===== src/rtl/cpu_host_pkg.sv =====
// Shared definitions for the CPU host controller: FSM state encoding,
// CTRL register bit positions and control-page register offsets.
package cpu_host_pkg;

  typedef enum logic [2:0] {
    ST_PWRUP,
    ST_RESET,
    ST_RUN,
    ST_HOLD,
    ST_STEP
  } host_state_e;

  localparam int CTRL_RST  = 0;
  localparam int CTRL_LOAD = 1;
  localparam int CTRL_HALT = 2;
  localparam int CTRL_STEP = 3;

  localparam logic [23:0] OFS_CTRL = 24'h000000;
  localparam logic [23:0] OFS_DIV  = 24'h000001;

endpackage


===== src/rtl/cpu_host_ctrl_clk_en_div.sv =====
// Programmable clock-enable divider: one-cycle pulse every div+1 cycles
// while enabled; div=0 yields a continuous enable.
module clk_en_div #(
  parameter int DIV_W = 8
) (
  input  logic             clk,
  input  logic             reset_n,
  input  logic [DIV_W-1:0] div,
  input  logic             reload,
  input  logic             enable,
  output logic             clk_en
);

  logic [DIV_W-1:0] cnt;

  // The counter free-runs in every state so the pulse phase is independent
  // of when the CPU is allowed to see it.
  always_ff @(posedge clk or negedge reset_n) begin
    if (!reset_n) begin
      cnt <= '0;
    end else if (reload || cnt >= div) begin
      cnt <= '0;
    end else begin
      cnt <= cnt + 1'b1;
    end
  end

  assign clk_en = enable && (cnt == div);

endmodule


===== src/rtl/cpu_host_ctrl.sv =====
// Host-side CPU controller: power-up/reset sequencing, run/halt/load control,
// clock-enable divider and host memory loading. Define CPU_SINGLE_STEP_EN to
// build the single-step feature (STEP state and CTRL bit3).
module cpu_host_ctrl
  import cpu_host_pkg::*;
#(
  parameter int         RESET_CYCLES = 65535,
  parameter int         N_REGIONS    = 2,
  parameter logic [7:0] CTRL_PAGE    = 8'hFF,
  parameter int         DIV_W        = 8,
  parameter int         DEFAULT_DIV  = 6
) (
  input  logic                 clk,
  input  logic                 reset_n,
  input  logic                 btn_reset_n,
  input  logic                 spi_wr,
  input  logic [31:0]          spi_addr,
  input  logic [7:0]           spi_data,
  output logic                 cpu_reset_n,
  output logic                 cpu_clk_en,
  output logic                 cpu_wait_n,
  output logic                 loading,
  output logic [N_REGIONS-1:0] mem_we,
  output logic [23:0]          mem_addr,
  output logic [7:0]           mem_din,
  output logic [7:0]           ctrl_q,
  output logic [DIV_W-1:0]     div_q
);

  localparam int PW_W = (RESET_CYCLES > 1) ? $clog2(RESET_CYCLES) : 1;
`ifdef CPU_SINGLE_STEP_EN
  localparam logic [7:0] CTRL_WMASK = 8'hFF;
`else
  localparam logic [7:0] CTRL_WMASK = 8'hF7;
`endif

  host_state_e         state, state_nxt;
  logic [PW_W-1:0]     pw_cnt;
  logic [1:0]          btn_sync;
  logic [N_REGIONS-1:0] mem_we_nxt;

  logic [7:0]  page;
  logic [23:0] ofs;
  logic        ctrl_wr, div_wr, mem_hit;
  logic        reset_src, load, halt, run_ok, pw_done;
`ifdef CPU_SINGLE_STEP_EN
  logic        step;
  assign step = ctrl_q[CTRL_STEP];
`endif

  assign page      = spi_addr[31:24];
  assign ofs       = spi_addr[23:0];
  assign ctrl_wr   = spi_wr && (page == CTRL_PAGE) && (ofs == OFS_CTRL);
  assign div_wr    = spi_wr && (page == CTRL_PAGE) && (ofs == OFS_DIV);
  assign load      = ctrl_q[CTRL_LOAD];
  assign halt      = ctrl_q[CTRL_HALT];
  assign reset_src = ctrl_q[CTRL_RST] || !btn_sync[1];
  assign pw_done   = (pw_cnt == PW_W'(RESET_CYCLES - 1));
  // Memory writes are dropped while any reset source is active so an abort
  // mid-load cannot corrupt the image.
  assign mem_hit   = spi_wr && load && !reset_src && (page != CTRL_PAGE)
                     && (int'(page) < N_REGIONS);

  // Button is treated as pressed until two clean samples have been taken.
  // NOTE: sequential state uses non-blocking assignments so every flop
  // samples pre-edge values regardless of statement order.
  always_ff @(posedge clk or negedge reset_n) begin
    if (!reset_n) begin
      btn_sync <= 2'b00;
    end else begin
      btn_sync <= {btn_sync[0], btn_reset_n};
    end
  end

  always_ff @(posedge clk or negedge reset_n) begin
    if (!reset_n) begin
      ctrl_q <= '0;
      div_q  <= DIV_W'(DEFAULT_DIV);
    end else begin
      if (ctrl_wr) begin
        ctrl_q <= spi_data & CTRL_WMASK;
      end else begin
        ctrl_q[CTRL_STEP] <= 1'b0;
      end
      if (div_wr) begin
        div_q <= DIV_W'(spi_data);
      end
    end
  end

  always_comb begin
    mem_we_nxt = '0;
    for (int i = 0; i < N_REGIONS; i++) begin
      mem_we_nxt[i] = mem_hit && (int'(page) == i);
    end
  end

  always_ff @(posedge clk or negedge reset_n) begin
    if (!reset_n) begin
      mem_we   <= '0;
      mem_addr <= '0;
      mem_din  <= '0;
    end else begin
      mem_we <= mem_we_nxt;
      if (mem_hit) begin
        mem_addr <= ofs;
        mem_din  <= spi_data;
      end
    end
  end

  always_ff @(posedge clk or negedge reset_n) begin
    if (!reset_n) begin
      state  <= ST_PWRUP;
      pw_cnt <= '0;
    end else begin
      state <= state_nxt;
      if (state == ST_PWRUP) begin
        pw_cnt <= pw_cnt + 1'b1;
      end
    end
  end

  // NOTE: state_nxt gets a default before the case so no path leaves it
  // unassigned and no latch is inferred.
  always_comb begin
    state_nxt = state;
    case (state)
      ST_PWRUP: if (pw_done) state_nxt = ST_RESET;
      ST_RESET: if (!reset_src) state_nxt = ST_RUN;
      ST_RUN: begin
        if (reset_src)          state_nxt = ST_RESET;
        else if (load || halt)  state_nxt = ST_HOLD;
      end
      ST_HOLD: begin
        if (reset_src)              state_nxt = ST_RESET;
        else if (!load && !halt)    state_nxt = ST_RUN;
`ifdef CPU_SINGLE_STEP_EN
        else if (step && !load)     state_nxt = ST_STEP;
`endif
      end
      ST_STEP: begin
        if (reset_src)                 state_nxt = ST_RESET;
        else if (load || cpu_clk_en)   state_nxt = ST_HOLD;
      end
      default: state_nxt = ST_RESET;
    endcase
  end

  // The enable is withheld in the cycle the FSM is about to leave RUN/STEP.
  assign run_ok = !reset_src && !load
                  && (((state == ST_RUN) && !halt) || (state == ST_STEP));

  clk_en_div #(
    .DIV_W (DIV_W)
  ) u_div (
    .clk     (clk),
    .reset_n (reset_n),
    .div     (div_q),
    .reload  (div_wr),
    .enable  (run_ok),
    .clk_en  (cpu_clk_en)
  );

  assign cpu_reset_n = (state == ST_RUN) || (state == ST_HOLD) || (state == ST_STEP);
  assign cpu_wait_n  = !((state == ST_HOLD) && load);
  assign loading     = load;

endmodule


===== config.mk =====
export PLATFORM = sky130hd
export DESIGN_NAME = cpu_host_ctrl
export DESIGN_NICKNAME = d
export VERILOG_FILES = /design/src/rtl/cpu_host_pkg.sv /design/src/rtl/cpu_host_ctrl_clk_en_div.sv /design/src/rtl/cpu_host_ctrl.sv
export SDC_FILE = /design/constraint.sdc
export NUM_CORES = 1
export LEC_CHECK = 0
export CAP_MARGIN = 20
export CORE_UTILIZATION = 35
export CTS_CLUSTER_DIAMETER = 30
export DETAILED_ROUTE_END_ITERATION = 8
export SYNTH_ARGS = -nofsm -noshare
export SYNTH_HDL_FRONTEND = slang
export SYNTH_SLANG_ARGS = --single-unit

===== constraint.sdc =====
create_clock -name clk -period 2 [get_ports clk]
set_input_delay 0.2 -clock clk [delete_from_list [all_inputs] [get_ports clk]]
set_output_delay 0.2 -clock clk [all_outputs]
set_load 0.05 [all_outputs]

==> metrics <==
clock tree sinks=77; Nets=430; overall routing resource usage=0.1631; DR vias=2388; Worst setup SP type=register; global-route wire length before repair=about 13 mm; Max-slew headroom=0.6407; Placement Rows=35; die width=101.2 um; die area=0.01023 mm^2; WL/cell=14.80 um; Worst Setup End Kind=primary output; antenna viol nets, final=0; final wirelength=about 7.5 mm; post-synth net total=roughly 320; Max Cap Viol=0; # diodes=0; CTS root buffer=clkbuf_8; Fin Clk Skew=0.01349 ns; outcome=completed; CTS tree=built; fin cells=509; PortBufs=96; r2r setup slk=~0.19 ns; post-route cell area=around 0.0049 mm^2; Final Wtd Congestion=0.7297; gr ovfl total=0; Slew Limit Fails=0; utilization after layout=0.5280; Final HPWL DP=5.581 mm; count of cell types in the netlist=40; HP Class=in -> reg; CORE AREA=0.009371 mm^2; Worst EP arrival=1.75 ns; LEAKAGE=around 2.3 nW; syn_area_per_cell=13.23 um^2; setup TNS=0 ns; Max IR drop VDD=about 0.42 mV; most frequent cells in the layout=clkdlybuf4s50_1, dfrtp_1, mux2_2; pwr dens=618.7 mW/mm^2; P&R area growth vs syn=43.82%; Slew @ Worst Pin=0.5372 ns; antenna violations before repair=0; CTS H-Tree Depth=3; Cells after Synth=260; switching share of power=0.2184; layout cells sized above 1=0.2605; Critical Path RT=1.80 ns; final setup fails=0; clock slew at reported path FFs=0.08 ns; Clk Latency, worst-skew pair=0.35 ns; drt drc=0; Seq/Total Area, Yosys=0.5607; power share of the sequential group=0.509; synthesized flop and latch total=77; routed vias/inst=4.692; placed cell area=0.004647 mm^2; most common cell after layout, fill and taps aside=clkdlybuf4s50_1; Fin. Hold Viols=0; f_max=~0.51 GHz; clock share of power=0.439; combinational share of power=0.052; die height=slightly above 100 um; Top Ports=98; vias in the first global route=around 2500; first-pass iteration count of the detailed router=4; Psw=about 0.67 mW; Starting Density=0.3672; Crit Path Max Fanout=2; Final Critical Period=1.947 ns; largest net degree at the start of global routing=36; fill count=849; placed insts=a little under 500; fin crit share=0.9734; Synth Warn #=0; clock buffer depth=2; Mapped Area=0.003441 mm^2; CTS Buf Count=9; internal power=roughly 2.4 mW; CP Class=reg -> out; Iter 0 DRT Violations=38; RSZ-0062 raised after global routing=true
[final timing paths]
| path | to | cells after the start | from |
|---|---|---|---|
| hold / removal | btn_sync[0] | 1 | btn_reset_n |
| min in group asynchronous | mem_addr[18] | 2 | reset_n |
| setup / recovery | cpu_clk_en | 6 | div_q[1] |
| max in group asynchronous | div_q[1] | 3 | reset_n |
| setup reg to reg | u_div.cnt[4] | 6 | u_div.cnt[0] |
| hold reg to reg | btn_sync[1] | 0 | btn_sync[0] |
[registers in the layout (all words and copies together), names as in the netlist]
name / flops
ctrl_q: 7
div_q: 8
mem_din: 8
mem_we: 2
btn_sync: 2
u_div.cnt: 8
state: 2
mem_addr: 24
pw_cnt: 16
[through the flow]
step	power, mW	setup WS (ns)	hold slack (ns)
finish	3.061	0.05314	0.2984
global route	3.187	-0.03212	0.2728
CTS	3.119	0.005335	0.2756
detailed placement	1.751	-0.08884	0.1500
global placement	1.750	-0.05837	0.1518
floorplan	1.607	0.05381	-0.09559
[Yosys cell counts, drive strengths merged]
| master | count | share of area |
|---|---|---|
| a2111oi | 1 | 0.0025 |
| a21oi | 3 | 0.0044 |
| a22oi | 1 | 0.0022 |
| and2 | 1 | 0.0018 |
| and3 | 4 | 0.0073 |
| and4 | 4 | 0.010 |
| and4b | 3 | 0.0087 |
| and4bb | 2 | 0.0073 |
| buf | 6 | 0.012 |
| clkbuf | 2 | 0.0022 |
| conb | 1 | 0.0011 |
| dfrtp | 75 | 0.55 |
| dfstp | 2 | 0.015 |
| ha | 11 | 0.040 |
| inv | 11 | 0.012 |
| mux2 | 47 | 0.16 |
| nand2 | 10 | 0.011 |
| nand2b | 2 | 0.0036 |
| nand3 | 14 | 0.022 |
| nand4 | 4 | 0.012 |
| nor2 | 7 | 0.0076 |
| nor3 | 13 | 0.019 |
| nor3b | 2 | 0.0044 |
| nor4 | 5 | 0.021 |
| nor4b | 2 | 0.0069 |
| o21a | 1 | 0.0022 |
| o21ai | 3 | 0.0044 |
| o21bai | 1 | 0.0022 |
| o31ai | 1 | 0.0022 |
| xnor2 | 12 | 0.031 |
| xor2 | 9 | 0.023 |
[power by group through the flow]
stage          clock (mW)  sequential (mW)  combinational, mW
6_report             1.34             1.56              0.160
5_1_grt              1.45             1.56              0.176
4_1_cts              1.40             1.56              0.164
3_5_place_dp            0             1.59              0.162
3_3_place_gp            0             1.59              0.161
2_1_floorplan           0             1.59             0.0176
[logic make-up (layout without fill, tap and decap cells)]
family                   Yosys count  after routing  synth area share
flip-flops                        77             77            0.5607
buffers and inverters             19            139           0.02618
multiplexers                      47             47            0.1560
other                              1              1          0.001090
adder cells (fa/ha/maj)           11             11           0.04000
AND/OR/NAND/NOR                   73             73            0.1425
XOR/XNOR                          21             21           0.05346
AO/OA/AOI/OAI                     11             11           0.02000
[metal layers]
metal,vias up,global-route usage,routed length [um]
met3,10,0.06901,547
met5,-,0,0
met4,0,0.04348,80
li1,1152,-,-
met1,1156,0.2024,3282
met2,70,0.2622,3624
[area by class of cell]
type,count,area [um^2],share of cell area
Inverter,11,41.29,0.008344
Tap cell,129,161.4,0.03262
Multi-Input combinational cell,164,1474,0.2978
Clock inverter,6,93.84,0.01896
Timing Repair Buffer,112,1111,0.2245
Sequential cell,77,1929,0.3899
Clock buffer,10,137.6,0.02781
[worst max-delay path: stages (launching register included)]
cell,delay (ns)
dfstp_2,0.54
inv_2,0.05
ha_4,0.27
and4b_1,0.19
nand3_2,0.08
nor2_4,0.13
buf_12,0.15
[timing repair]
item,in CTS,in global routing
endpoints found under the setup margin,7,9
endpoints found under the hold margin,26,0
hold buffers,1,0
setup buffers,2,0
resized for setup,3,5
pin swaps,3,2
No activity file was read; power rests on OpenSTA's default activity.
